**config.mk**
```make
export PLATFORM = sky130hd
export DESIGN_NAME = inst_queue
export DESIGN_NICKNAME = d
export VERILOG_FILES = /design/src/rtl/inst_queue_pkg.sv /design/src/rtl/inst_queue_regfile.sv /design/src/rtl/inst_queue.sv
export SDC_FILE = /design/constraint.sdc
export NUM_CORES = 1
export LEC_CHECK = 0
export BUFFER_PORTS_ARGS = -buffer_cell sky130_fd_sc_hd__buf_2
export CAP_MARGIN = 0
export CORE_MARGIN = 2
export CORE_UTILIZATION = 45
export DETAILED_ROUTE_END_ITERATION = 10
export GPL_TIMING_DRIVEN = 0
export SLEW_MARGIN = 10
export SYNTH_ARGS = -nofsm -noshare
export SYNTH_HDL_FRONTEND = slang
export SYNTH_HIERARCHICAL = 1
export SYNTH_SLANG_ARGS = --single-unit
```
**constraint.sdc**
```tcl
create_clock -name clk -period 10.3 [get_ports clk]
set_input_delay 1.03 -clock clk [delete_from_list [all_inputs] [get_ports clk]]
set_output_delay 1.03 -clock clk [all_outputs]
set_load 0.02 [all_outputs]
```
**src/rtl/inst_queue_pkg.sv**
```systemverilog
// Shared decode/issue types and queue sizing for the instruction queue.
// Stats feature (IQ_STAT_EN) lives in inst_queue.sv.
package Public_Info;

  localparam int IQ_DEPTH = 8;
  localparam int IQ_PTR_W = $clog2(IQ_DEPTH);

  typedef struct packed {
    logic [31:0] PC;
    logic [31:0] inst;
    logic        o_valid;
  } PC_set;

  // Dispatch never takes more than two per cycle.
  function automatic logic [1:0] iq_clamp(
    input logic [1:0] n
  );
    return (n == 2'd3) ? 2'd2 : n;
  endfunction

endpackage

```
**src/rtl/inst_queue_regfile.sv**
```systemverilog
// DEPTH x PC_set storage: two write ports, two combinational read ports.
// Contents are unreset; the queue masks stale entries with its valid bits.
module iq_regfile
  import Public_Info::*;
#(
  parameter int DEPTH = IQ_DEPTH,
  parameter int PW    = $clog2(DEPTH)
) (
  input  logic          clk,
  input  logic          i_we0,
  input  logic [PW-1:0] i_wa0,
  input  PC_set         i_wd0,
  input  logic          i_we1,
  input  logic [PW-1:0] i_wa1,
  input  PC_set         i_wd1,
  input  logic [PW-1:0] i_ra0,
  input  logic [PW-1:0] i_ra1,
  output PC_set         o_rd0,
  output PC_set         o_rd1
);

  PC_set r_mem [DEPTH];

  always_ff @(posedge clk) begin
    if (i_we0) r_mem[i_wa0] <= i_wd0;
    if (i_we1) r_mem[i_wa1] <= i_wd1;
  end

  assign o_rd0 = r_mem[i_ra0];
  assign o_rd1 = r_mem[i_ra1];

endmodule

```
**src/rtl/inst_queue.sv**
```systemverilog
// Dual-write, dual-read in-order instruction queue between decode and issue.
// Define IQ_STAT_EN to add saturating empty/full cycle counters.
module inst_queue
  import Public_Info::*;
#(
  parameter int DEPTH = IQ_DEPTH
) (
  input  logic       clk,
  input  logic       rstn,
  input  logic       i_flush,
  input  PC_set      i_set1,
  input  PC_set      i_set2,
  input  logic [1:0] i_valid,
  output logic       o_ready,
  output PC_set      o_set1,
  output PC_set      o_set2,
  output logic [1:0] o_is_valid,
  input  logic [1:0] i_usingNUM
`ifdef IQ_STAT_EN
  ,
  output logic [31:0] o_empty_cnt,
  output logic [31:0] o_full_cnt
`endif
);

  localparam int PW = $clog2(DEPTH);
  localparam int CW = PW + 1;

  logic [PW-1:0] r_head;
  logic [PW-1:0] r_tail;
  logic [CW-1:0] r_count;

  logic [CW-1:0] w_free;
  logic [1:0]    w_push;
  logic [1:0]    w_req;
  logic [1:0]    w_pop;
  logic          w_we0;
  logic          w_we1;
  PC_set         w_wd0;
  PC_set         w_rd0;
  PC_set         w_rd1;

  assign w_free  = CW'(DEPTH) - r_count;
  assign o_ready = (w_free >= CW'(2));

  // Compact valid slots so the oldest lands at tail.
  always_comb begin
    w_push = 2'd0;
    if (o_ready) begin
      unique case (i_valid)
        2'b11:        w_push = 2'd2;
        2'b10, 2'b01: w_push = 2'd1;
        default:      w_push = 2'd0;
      endcase
    end
  end

  assign w_req = iq_clamp(i_usingNUM);
  assign w_pop = (CW'(w_req) > r_count) ? r_count[1:0] : w_req;

  assign w_we0 = (w_push != 2'd0) && !i_flush;
  assign w_we1 = (w_push == 2'd2) && !i_flush;
  assign w_wd0 = i_valid[1] ? i_set1 : i_set2;

  iq_regfile #(
    .DEPTH(DEPTH),
    .PW   (PW)
  ) u_rf (
    .clk  (clk),
    .i_we0(w_we0),
    .i_wa0(r_tail),
    .i_wd0(w_wd0),
    .i_we1(w_we1),
    .i_wa1(r_tail + PW'(1)),
    .i_wd1(i_set2),
    .i_ra0(r_head),
    .i_ra1(r_head + PW'(1)),
    .o_rd0(w_rd0),
    .o_rd1(w_rd1)
  );

  always_ff @(posedge clk) begin
    if (!rstn || i_flush) begin
      r_head  <= '0;
      r_tail  <= '0;
      r_count <= '0;
    end else begin
      r_head  <= r_head + PW'(w_pop);
      r_tail  <= r_tail + PW'(w_push);
      r_count <= r_count + CW'(w_push) - CW'(w_pop);
    end
  end

  always_comb begin
    o_is_valid     = {r_count >= CW'(1), r_count >= CW'(2)};
    o_set1         = w_rd0;
    o_set1.o_valid = o_is_valid[1];
    o_set2         = w_rd1;
    o_set2.o_valid = o_is_valid[0];
  end

`ifdef IQ_STAT_EN
  logic [31:0] r_empty_cnt;
  logic [31:0] r_full_cnt;

  // Flush leaves the statistics alone; only reset clears them.
  always_ff @(posedge clk) begin
    if (!rstn) begin
      r_empty_cnt <= '0;
      r_full_cnt  <= '0;
    end else begin
      if (r_count == '0 && r_empty_cnt != '1)
        r_empty_cnt <= r_empty_cnt + 32'd1;
      if (!o_ready && r_full_cnt != '1)
        r_full_cnt <= r_full_cnt + 32'd1;
    end
  end

  assign o_empty_cnt = r_empty_cnt;
  assign o_full_cnt  = r_full_cnt;
`endif

endmodule

```
## Word-level counts from Yosys, hierarchy flattened

Memory sizes are Yosys's and may differ from the RTL's. A register that Yosys moved wholly into a read port is not among the register bits.
Cells that the tools add are included.

| storage, ports and cells | value |
|---|---|
| flip-flop bits (word level) | 10 |
| bits in writable memories | 520 |
| input bits | 137 |
| output and inout bits | 133 |
| logic and storage cells | 37 |
| memories | 1 |

Memory list:

| memory | words | bits a word | rd ports | clocked after memory_dff | wr ports | RTL line | source |
|---|---|---|---|---|---|---|---|
| u_rf.r_mem | 8 | 65 | 2 | 1 | 2 | inst_queue_regfile.sv:22 | `PC_set r_mem [DEPTH];` |

| operators by class | value |
|---|---|
| $add $sub $neg | 7 |
| magnitude comparators | 4 |
| equality and inequality tests | 5 |
| multiplexer cells | 10 |
| reduce and logical (&&, ||, !) cells | 7 |

Operator list:

| kind | count |
|---|---|
| $mux 65 | 1 |
| $eq 2x2->1 const B | 4 |
| $ge 4x2->1 const B | 2 |
| $add 3x1->3 const B | 2 |
| $add 3x2->3 | 2 |
| $mux 2 | 3 |
| $add 4x2->4 | 1 |
| $ge 4x1->1 const B | 1 |
| $gt 2x4->1 | 1 |
| $mux 1 | 4 |
| $pmux 2 s2 | 1 |
| $sub 4x2->4 | 1 |
| $sub 4x4->4 const A | 1 |
| $mux 3 | 1 |
| $eq 2x1->1 const B | 1 |
| $logic_and 1x1->1 | 2 |
| $logic_not 1->1 | 2 |
| $reduce_bool 2->1 | 1 |
| $reduce_or 2->1 | 1 |
| $logic_or 1x1->1 | 1 |

## Longest topological paths before layout

| logic depth | value |
|---|---|
| depth in word-level cells | 8 |
| depth in mapped cells | 12 |
| depth with buffers taken out | 12 |

## Hierarchy

Netlist, hierarchy kept.

By module, submodules not included:

| module | instances | cells each | area each (µm²) | sequential area each (µm²) |
|---|---|---|---|---|
| iq_regfile | 1 | 1580 | 29762.3 | 15615.0 |
| inst_queue | 1 | 167 | 1647.8 | 200.2 |

## Worst setup path after synthesis

No wires, ideal clock.

| timing path | value |
|---|---|
| path type | input port to flip-flop |
| start point | in i_valid[0] |
| end point | mem u_rf/r_mem[0][0] in the netlist's numbering, enable pin |
| library setup time | 0.584 ns |
| data arrival time | 6.577 ns |
| data required time | 9.716 ns |
| slack | 3.139 ns |
| cell stages on the path | 5 |
| buffers on the path | 0 |
| cells stage by stage | ha_1 nor2_1 a211oi_2 nand2b_1 o31ai_1 |

RTL lines:

| what | RTL line | source |
|---|---|---|
| from (decl) | inst_queue.sv:13 | `input logic [1:0] i_valid,` |
| to (decl) | inst_queue_regfile.sv:22 |  |

==> impl_metrics.py <==
metrics = {
    "layout": {
        "final_net_count": 2243,
        "drive_above_1_share_pct": 67.8,
        "area_growth_pct": 16.3,
        "fin_area_mm2": 0.0360,
        "finish.cell_count_without_fillers": 3016,
        "multi_input_comb_area_mm2": 0.0147,
        "final-seq-area_mm2": 0.0156,
        "utilization_pct": 52.7,
        "nFillCells": 5662,
    },
    "floorplanning": {
        "core_area_mm2": 0.0683,
        "dieWidth_um": 266,
        "row_count": 96,
        "io_pins": 270,
        "dieArea_mm2": 0.0709,
        "floorplan.initialDensity_pct": 45.3,
        "fp.dieH_um": 266,
    },
    "synth": {
        "synthCells": 1724,
        "syn_area_mm2": 0.0310,
        "synth_nets": 1882,
        "syn_area_per_cell_um2": 18.0,
        "yosysWarnings": 6,
    },
    "sta": {
        "post-route-period-util_pct": 49.1,
        "maxSlewViolCount": 0,
        "setup_viol": 0,
        "rsz0062_at_grt": "false",
        "timing.fmax_mhz": 198,
        "holdWs_ps": 652,
        "relSlewSlack_pct": 30.3,
        "skew_ps": 19.6,
        "min_period_ps": 5060,
        "worst_pin_slew_ps": 1050,
        "hold_viol": 0,
    },
    "routing": {
        "wire_per_inst_um": 30.5,
        "viasPerCell": 6.12,
        "drt_wl_total_mm": 91.9,
        "drtIter0Drc": 1408,
        "drc_errors": 0,
        "ant_nets": 0,
        "dr.pass1.iters": 5,
        "num_vias": 18500,
    },
    "clock_network": {
        "post_cts_buffers": 0,
        "clk_latency_ps": 620,
        "cts_hold_buf": 0,
        "clk_pin_slew_ps": 60,
        "cts.sinks": 522,
        "cts_buffers": 60,
        "cts_buffer_depth": 3,
        "cts.root.buffer_cell": "clkbuf_16",
        "htreeDepth": 2,
        "cts_resized": 0,
        "cts_tree": "yes",
    },
    "placement": {
        "placed_area_mm2": 0.0342,
        "gp_congestion": 0.781,
        "hpwl_mm": 61.3,
        "placed_cells": 2905,
        "io_buffers": 267,
    },
    "critical_path": {
        "cp-start-kind": "register",
        "crit_required_ps": 9270,
        "rrSetupSlack_ps": 6070,
        "crit_fanout": 10,
        "end_kind": "output pin",
        "regToRegEndpoint": "u_rf/r_mem[7][27]",
        "rr_worst_depth": 12,
        "worst_ep_arrival_time_ps": 4030,
        "timing.rr.start": "r_count[1]",
        "critical_path_class": "register to output pin",
    },
    "worst_hold_path": {
        "hold_path.class": "register to register",
        "worstHoldEndpoint": "r_head[2]",
        "hold_depth": 2,
        "hp-start": "r_head[2]",
    },
    "power": {
        "power.ir.vdd_worst_uv": 136,
        "p_leak_nw": 12.3,
        "powerDensity_mw_per_mm2": 185,
    },
    "grt": {
        "grt-ovfl-total": 0,
        "grt_pass1_wl_mm": 134,
        "track_usage_pct": 26.1,
        "grt_max_degree": 29,
        "grt_pass1_vias": 19900,
        "antenna_found_initial": 11,
    },
    "status": {
        "outcome": "completed",
    },
    "job": {
        "maxCapViolations": 0,
    },
}
==> worst max-delay path by stage <==
stage,start,to,slack (ps)
floorplan,i_valid[0],u_rf/r_mem[0][10],3210
global placement,i_valid[1],u_rf/r_mem[0][43],-3670
global route,r_head[0],o_set2[36],5060
finish,r_head[0],o_set2[36],5240
detailed placement,i_valid[1],u_rf/r_mem[4][34],5640
CTS,r_head[0],o_set2[30],5200
==> registers in the layout, indices dropped and copies added (netlist names) <==
| signal | count |
|---|---|
| u_rf/r_mem | 512 |
| r_head | 3 |
| r_tail | 3 |
| r_count | 4 |
==> routing by layer <==
layer	vias up	global-route usage (%)	share of wire, %
li1	7936	-	-
met1	9744	33.9	40
met2	603	44.6	50
met3	155	5.66	6.7
met4	18	6.68	2.4
met5	-	0	0.13
==> cell usage in the layout (no fill, tap or decap), types with 4 or more instances in the layout <==
cell,instances
buf_2,328
mux2_4,39
buf_8,7
mux4_2,256
buf_4,22
nor2_1,8
and2_1,4
xor2_1,4
clkinv_2,18
fa_1,4
buf_1,16
nand2_1,8
mux2_2,666
buf_12,10
clkinv_1,18
o21ai_4,4
ha_1,17
dfxtp_1,10
nand2b_1,5
buf_6,5
buf_16,15
xnor2_1,4
inv_1,13
clkbuf_16,61
clkbuf_1,43
edfxtp_1,512
==> cell type report <==
| class | instances | share of cell area (%) |
|---|---|---|
| sequential | 522 | 43.2 |
| multi-input combinational | 1051 | 40.8 |
| timing repair buffer | 299 | 5.70 |
| clock buffer | 70 | 4.33 |
| tap | 882 | 3.06 |
| buffer | 138 | 1.98 |
| clock inverter | 39 | 0.688 |
| inverter | 13 | 0.135 |
| antenna | 2 | 0.0139 |
==> stage by stage <==
step / setup WS [ps] / TNS [ps] / power (mW)
2_1_floorplan: 3210 / 0 / 4.00
3_3_place_gp: -3670 / -968530 / 4.68
3_5_place_dp: 5640 / 0 / 4.71
4_1_cts: 5200 / 0 / 6.72
5_1_grt: 5060 / 0 / 6.94
6_report: 5240 / 0 / 6.66
==> power breakdown <==
group	internal (mW)	switching (mW)
registers	2.51	0.0599
clock network	1.14	0.862
logic	0.931	1.15
total	4.59	2.08
==> worst max-delay path, stage by stage, from the launching register on <==
cell	delay, ps
dfxtp_1	440
ha_1	200
xor2_1	310
clkbuf_1	750
buf_1	780
mux4_2	420
mux2_2	320
buf_2	170
(Power assumes the default switching activity.)
